===== src/rtl/tile_stream_feeder.sv =====
// tile_stream_feeder: CSR-driven tile vector streamer with instruction issue; define SKEW_EN for systolic-skewed output
module tile_stream_feeder #(
    parameter int LANES   = 16,
    parameter int ELEM_W  = 8,
    parameter int DEPTH   = 16,
    parameter int AW      = $clog2(DEPTH),
    parameter int INSTR_W = 32
) (
    input  logic                      clock_sink,
    input  logic                      reset_sink_reset,
    input  logic [7:0]                csr_address,
    input  logic                      csr_write,
    input  logic [31:0]               csr_writedata,
    input  logic                      csr_read,
    output logic [31:0]               csr_readdata,
    input  logic                      ld_write,
    input  logic [AW-1:0]             ld_addr,
    input  logic [LANES*ELEM_W-1:0]   ld_data,
    output logic [INSTR_W-1:0]        st_instr_data,
    output logic                      st_instr_valid,
    input  logic                      st_instr_ready,
    output logic [LANES*ELEM_W-1:0]   st_data,
    output logic                      st_valid,
    input  logic                      st_ready,
    output logic                      st_last
);
    localparam int VW = LANES * ELEM_W;
    localparam int BW = $clog2(DEPTH + LANES);
    typedef enum logic [1:0] {IDLE, ISSUE, STREAM, DONE} state_t;
    state_t state;
    logic [VW-1:0] mem [DEPTH];
    logic [AW:0] len_reg, run_len;
    logic [15:0] rep_reg, run_rep, p, beats;
    logic [INSTR_W-1:0] instr_reg;
    logic [BW-1:0] b, plen;
    logic done, aborted, cfg_err, ld_err;
    logic busy, start, abort, last_beat, last_pass;
    logic [VW-1:0] vec;
    logic [31:0] rdata;
    assign busy      = state != IDLE;
    assign start     = csr_write && csr_address == 8'h00 && csr_writedata[0];
    assign abort     = csr_write && csr_address == 8'h00 && csr_writedata[1];
    assign last_beat = b == plen - BW'(1);
    assign last_pass = p == run_rep - 16'd1;
    assign st_last   = st_valid && last_beat && last_pass;
    assign st_data   = st_valid ? vec : '0;
`ifdef SKEW_EN
    // Lane k lags by k beats; each pass is padded with LANES-1 trailing beats.
    assign plen = BW'(run_len) + BW'(LANES - 1);
    for (genvar k = 0; k < LANES; k++) begin : g_lane
        logic [BW:0] t;
        assign t = {1'b0, b} - (BW+1)'(k);
        assign vec[k*ELEM_W +: ELEM_W] = (!t[BW] && t[BW-1:0] < BW'(run_len)) ?
                                         mem[t[AW-1:0]][k*ELEM_W +: ELEM_W] : '0;
    end
`else
    assign plen = BW'(run_len);
    assign vec  = mem[b[AW-1:0]];
`endif
    always_comb begin
        rdata = csr_address == 8'h01 ? {beats, 11'd0, ld_err, cfg_err, aborted, done, busy} :
                csr_address == 8'h02 ? 32'(len_reg) :
                csr_address == 8'h03 ? {16'd0, rep_reg} :
                csr_address == 8'h04 ? 32'(instr_reg) : '0;
    end
    always_ff @(posedge clock_sink or negedge reset_sink_reset) begin
        if (!reset_sink_reset) begin
            state          <= IDLE;
            csr_readdata   <= '0;
            st_instr_data  <= '0;
            st_instr_valid <= 1'b0;
            st_valid       <= 1'b0;
            len_reg        <= '0;
            run_len        <= '0;
            rep_reg        <= '0;
            run_rep        <= '0;
            instr_reg      <= '0;
            b              <= '0;
            p              <= '0;
            beats          <= '0;
            done           <= 1'b0;
            aborted        <= 1'b0;
            cfg_err        <= 1'b0;
            ld_err         <= 1'b0;
            for (int i = 0; i < DEPTH; i++) mem[i] <= '0;
        end else begin
            csr_readdata <= csr_read ? rdata : '0;
            if (csr_write && csr_address == 8'h02) len_reg <= csr_writedata[AW:0];
            if (csr_write && csr_address == 8'h03) rep_reg <= csr_writedata[15:0];
            if (csr_write && csr_address == 8'h04) instr_reg <= INSTR_W'(csr_writedata);
            if (ld_write && busy) ld_err <= 1'b1;
            if (ld_write && !busy && {1'b0, ld_addr} < (AW+1)'(DEPTH)) mem[ld_addr] <= ld_data;
            if (abort && busy) begin
                state          <= IDLE;
                st_instr_valid <= 1'b0;
                st_valid       <= 1'b0;
                aborted        <= 1'b1;
            end else begin
                case (state)
                    IDLE: if (start && !abort) begin
                        if (len_reg == '0) cfg_err <= 1'b1;
                        else begin
                            state          <= ISSUE;
                            st_instr_valid <= 1'b1;
                            st_instr_data  <= instr_reg;
                            run_len        <= len_reg > (AW+1)'(DEPTH) ? (AW+1)'(DEPTH) : len_reg;
                            run_rep        <= rep_reg == '0 ? 16'd1 : rep_reg;
                            b              <= '0;
                            p              <= '0;
                            beats          <= '0;
                            done           <= 1'b0;
                            aborted        <= 1'b0;
                            cfg_err        <= 1'b0;
                            ld_err         <= 1'b0;
                        end
                    end
                    ISSUE: if (st_instr_ready) begin
                        st_instr_valid <= 1'b0;
                        st_valid       <= 1'b1;
                        state          <= STREAM;
                    end
                    STREAM: if (st_ready) begin
                        if (beats != '1) beats <= beats + 16'd1;
                        if (last_beat && last_pass) begin
                            st_valid <= 1'b0;
                            done     <= 1'b1;
                            state    <= DONE;
                        end else if (last_beat) begin
                            b <= '0;
                            p <= p + 16'd1;
                        end else b <= b + BW'(1);
                    end
                    default: state <= IDLE;
                endcase
            end
        end
    end
endmodule


===== config.mk =====
export PLATFORM = sky130hd
export DESIGN_NAME = tile_stream_feeder
export DESIGN_NICKNAME = d
export VERILOG_FILES = /design/src/rtl/tile_stream_feeder.sv
export SDC_FILE = /design/constraint.sdc
export NUM_CORES = 2
export LEC_CHECK = 0
export CAP_MARGIN = 20
export CORE_ASPECT_RATIO = 1.25
export CORE_UTILIZATION = 35
export CTS_CLUSTER_SIZE = 40
export DETAILED_ROUTE_END_ITERATION = 10
export DONT_BUFFER_PORTS = 1
export PLACE_DENSITY_LB_ADDON = 0.12
export SYNTH_ARGS = -nofsm -noshare
export SYNTH_HDL_FRONTEND = slang
export SYNTH_SLANG_ARGS = --single-unit

===== constraint.sdc =====
create_clock -name clock_sink -period 4.4 [get_ports clock_sink]
set_input_delay 0.88 -clock clock_sink [delete_from_list [all_inputs] [get_ports clock_sink]]
set_output_delay 0.88 -clock clock_sink [all_outputs]
set_load 0.005 [all_outputs]

== Word-level counts from Yosys, hierarchy flattened ==
Cells that the tools add are included.

* Register bits after elaboration: 2,231
* Output and inout port bits: 195

* Add/subtract/negate cells: 5
* $lt $le $gt $ge: 4
* Equal/unequal tests: 22
* Muxes and demuxes: 59
* Bitwise logic cells: 4
* Reductions and logical operators: 36

{| class="wikitable"
|+ Operators with widths
! operator !! number
|-
| bitwise mux 2048 bit || 1
|-
| binary-select mux 128 bit (select 4 bit) || 1
|-
| demux 128 bit (select 4 bit) || 1
|-
| two-way mux 128 bit || 4
|-
| two-way mux 32 bit || 5
|-
| two-way mux 16 bit || 8
|-
| case mux 16 bit (2 select lines) || 2
|-
| adder 16 x 1 -> 16 bit, second input constant || 2
|-
| two-way mux 5 bit || 6
|-
| two-way mux 1 bit || 20
|-
| AND reduction 6 bit || 3
|-
| == test 16 bit || 1
|-
| == test 8 x 2 -> 1 bit, second input constant || 2
|-
| logical NOT 16 bit || 1
|-
| inequality test 16 bit, second input constant || 1
|-
| inequality test 2 bit, second input constant || 8
|-
| subtractor 16 x 1 -> 16 bit, second input constant || 1
|-
| inequality test 3 bit, second input constant || 5
|-
| logical AND 1 bit || 14
|-
| two-way mux 2 bit || 6
|-
| AND reduction 4 bit || 3
|-
| >= comparator 5 bit, second input constant || 2
|-
| NOT 4 -> 5 bit || 2
|-
| case mux 5 bit (2 select lines) || 1
|-
| 21 further kinds || 30
|}

== Longest topological paths before layout ==
* Word-level depth: 8
* Mapped depth: 12
* Mapped depth without buffers: 10

== Worst setup path before layout ==
Ideal clock, no wire load.

* Kind: register to output
* Start: reg b[0]
* End: out st_data[100]
* Arrival time: 2,730 ps
* Required time: 3,520 ps
* Path slack: 790 ps
* Stages on the path, launching flop included: 8
* Buffers on the path: 4
* Cell sequence: dfrtp_1 -> clkbuf_1 -> clkbuf_1 -> buf_2 -> buf_1 -> mux4_2 -> mux4_2 -> and2_1

* Word-level cells in the longest chain between the ends: 5

{| class="wikitable"
|+ Ends and longest elaborated chain
! item !! line !! RTL
|-
| from (decl) || 35 || <nowiki>logic [BW-1:0] b, plen;</nowiki>
|-
| from (signal assigned) || 131 || <nowiki>end else b <= b + BW'(1);</nowiki>
|-
| NOT 4 -> 5 bit (implied by the code) || 58 || <nowiki>assign vec = mem[b[AW-1:0]];</nowiki>
|-
| binary-select mux 128 bit (select 4 bit) || 58 ||
|-
| two-way mux 128 bit (implied by the code) (2 in series) || 58 ||
|-
| two-way mux 128 bit || 46 || <nowiki>assign st_data = st_valid ? vec : '0;</nowiki>
|-
| to (decl) || 22 || <nowiki>output logic [LANES*ELEM_W-1:0] st_data,</nowiki>
|}

No other way between the ends. The select of a mux whose other input is x is not followed.

== Final worst setup path ==
* Start: reg b[0]
* End: out st_data[47]

Same word-level chain as after synthesis.

==> metrics.csv <==
stage,metric,value,unit
placement,hpwl dp,155,mm
clocking,worst-skew pair later-pin latency,940,ps
status,outcome,"complete, no violations",
clocking,clock slew at reported path FFs,60,ps
drt,post-detailed-routing wire length,277,mm
drt,antenna-violating nets left,0,
worst_setup_path,r2r endpoint,mem[1827],
worst_setup_path,CP Capture Type,primary output,
synth,Synth Net Count,6343,
worst_setup_path,R2R depth,7,
placement,placer congestion estimate,0.761,
timing,Final Max Tran Viols,0,
drt,DR WL met3,11.1,mm
timing,Finish-stage setup viols,0,
synth,Yosys Warn Count,0,
clocking,Root Driver,clkbuf_16,
layout,area occupied by multi-input gates,42400,um^2
floorplanning,DIE AREA,289000,um^2
pwr,Seq pwr share,0.434,
synth,Cells after Synth,6156,
synth,Async SR Flop Fraction,1.00,
drt,wire per inst,27.6,um
drt,met2 routed WL,137,mm
floorplanning,Die W,481,um
drt,vias per cell,5.37,
clocking,TritonCTS buffer count,243,
layout,Finished Layout Cells,10027,
worst_setup_path,Startpoint Class,register,
worst_setup_path,Critical Path Fanout Max,33,
floorplanning,Starting Density,0.352,
timing,Hold Worst Slack,45.9,ps
layout,register ranked first by flip-flop count,mem,
grt,largest net degree at the start of global routing,273,
pwr,Sw Ratio,0.276,
layout,ratio of cells with drive above 1 in the final layout,0.545,
timing,final hold violations,0,
synth,Seq cells post-synth,2231,
layout,Layout fillers,25849,
drt,DRT met1 WL,123,mm
worst_setup_path,"Req. time, crit path",3520,ps
timing,Clock Skew,75.3,ps
grt,global-route total usage across every layer,0.194,
synth,syn_area_per_cell,16.3,um^2
drt,drt pass-1 iters,5,
pwr,Int Pwr,51.8,mW
pwr,static leakage,51.5,nW
layout,area grow syn2layout,14.0,%
floorplanning,die height,600,um
worst_setup_path,R2R Setup Slk,1200,ps
timing,Rel. slew slack,0.0185,
pwr,pwr dens,626,nW/um^2
drt,DRC,0,
grt,vias in the first global route,60002,
layout,Final #Nets,6261,
worst_setup_path,Crit Path Class,register to primary output,
floorplanning,Core Area,285000,um^2
clocking,CTS tree,built,
clocking,worst-case clock buffer depth,4,
layout,Util after Layout,0.401,
clocking,Clock Sinks,2231,
timing,Max Freq,232,MHz
timing,Worst-Margin Slew,1470,ps
layout,"Design Area, Final",114000,um^2
pwr,PnR Total Power,71.5,mW
synth,count of cell types in the netlist,73,
timing,post-route worst setup slack,84.3,ps
grt,GRT Residual Overflow,0,
layout,sequential standard cell area,55800,um^2
grt,initial antenna violation count,11,
timing,Tcrit/Tclk final,0.981,
placement,Port Buffers,0,
pwr,Max VDD drop,333,uV
timing,Period minus WS final,4320,ps
pwr,combinational share of power,0.277,
placement,dpl ws,-1960,ps
floorplanning,io pins,374,
placement,dpl cells,9526,
synth,synthesized cell area,100000,um^2
drt,initial DRC count,2910,
worst_setup_path,FF-to-FF Start,state[0],
synth,Post-synth EDFFs,0,
clocking,CTS H-tree depth,4,
drt,highest metal used,met4,
run,max cap viols,0,
min_path,HP Class,primary input to async pin,
pwr,Clk network pwr share,0.289,
synth,register area share after synthesis,0.557,
timing,RSZ-0062 raised after global routing,yes,
grt,first-pass GRT wire length,419,mm
layout,Largest register FFs,2048,
floorplanning,row cnt,219,
synth,main flop type after synthesis,dfrtp_1,
worst_setup_path,Critical Path AT,3440,ps
pwr,net switching power,19.7,mW
placement,Area after DPL,105000,um^2
timing,setup TNS,0,ps
drt,via count,53878,
[critical path: stages (launching register included)]
cell	delay, ps
dfrtp_4	440
buf_12	190
buf_4	190
buf_16	230
mux4_2	560
mux4_2	520
and2_1	280
[synth_stat cells, types with 16 or more instances]
| cell type | instances | area share |
|---|---|---|
| a21oi_1 | 22 | 0.0011 |
| mux4_2 | 640 | 0.14 |
| buf_1 | 75 | 0.0028 |
| or3_1 | 18 | 0.0011 |
| a22oi_1 | 27 | 0.0020 |
| nand3_1 | 19 | 0.00095 |
| xnor2_1 | 20 | 0.0017 |
| o21ai_1 | 16 | 0.00080 |
| and2_1 | 130 | 0.0081 |
| clkbuf_1 | 464 | 0.017 |
| o21ai_0 | 23 | 0.0011 |
| xor2_1 | 16 | 0.0014 |
| nand2_1 | 44 | 0.0016 |
| mux2_2 | 2149 | 0.24 |
| inv_1 | 17 | 0.00064 |
| nor2_1 | 57 | 0.0021 |
| dfrtp_1 | 2231 | 0.56 |
| nor2b_1 | 17 | 0.0011 |
[cell families (layout without fill, tap and decap cells)]
family | count (synthesis) | after routing | share of synthesized area
xor+xnor | 36 | 36 | 0.00315
compound gates | 129 | 129 | 0.00866
mux | 2793 | 2793 | 0.386
buf+inv | 568 | 676 | 0.0217
simple gates | 391 | 391 | 0.0229
fa+ha+maj | 8 | 8 | 0.000999
other cells | 0 | 6 | 0
flops | 2231 | 2231 | 0.557
[layout by cell type (no fill, tap or decap), types with 27 or more instances in the layout]
master         netlist  final
buf_12               0     66
clkinv_2             0     41
mux4_2             640    640
dfrtp_1           2231   2224
and2_1             130    130
a22oi_1             27     27
clkbuf_16            0    246
mux2_2            2149   2149
clkbuf_8             0     75
nand2_1             44     44
nor2_1              57     47
dlygate4sd3_1        0     32
clkbuf_1           464     53
buf_4                1     94
[area by class of cell]
type | count | share of cell area
clock buffer | 373 | 0.0644
tap | 3757 | 0.0412
sequential | 2231 | 0.489
inverter | 17 | 0.000559
clock inverter | 62 | 0.00597
timing repair buffer | 224 | 0.0280
multi-input combinational | 3357 | 0.371
antenna | 6 | 0.000131
[routing by layer]
layer	vias up	GRT usage
li1	22774	-
met1	30036	0.262
met2	768	0.327
met3	300	0.0318
met4	0	0.0411
met5	-	0
[how the worst max path moves through the flow]
stage / startpoint / to / slack [ps] / cells past startpoint
final: b[0] / st_data[47] / 80 / 6
after global routing: b[0] / st_data[47] / -30 / 6
after CTS: b[0] / st_data[24] / -40 / 6
after detailed placement: reset_sink_reset / st_valid / -1960 / 5
after global placement: reset_sink_reset / st_valid / -1830 / 5
after floorplan: b[0] / st_data[100] / 790 / 7
[power groups by stage]
stage	Clock, mW	Combinational [mW]	Sequential, mW
6_report	20.7	19.8	31.0
5_1_grt	22.2	21.4	32.0
4_1_cts	21.4	20.4	31.0
3_5_place_dp	0	19.8	31.5
3_3_place_gp	0	19.4	31.1
2_1_floorplan	0	15.1	30.1
[repair_timing]
| item | 4_1_cts | 5_1_grt |
|---|---|---|
| gates cloned | 6 | 1 |
| pin swaps | 2 | 0 |
| setup buffers | 17 | 0 |
| endpoints found under the setup margin | 598 | 206 |
| hold endpoints to repair | 187 | 0 |
| gates resized for setup | 16 | 4 |
| hold buffers | 35 | 0 |
Note: power is estimated with default switching activity, not from simulation.
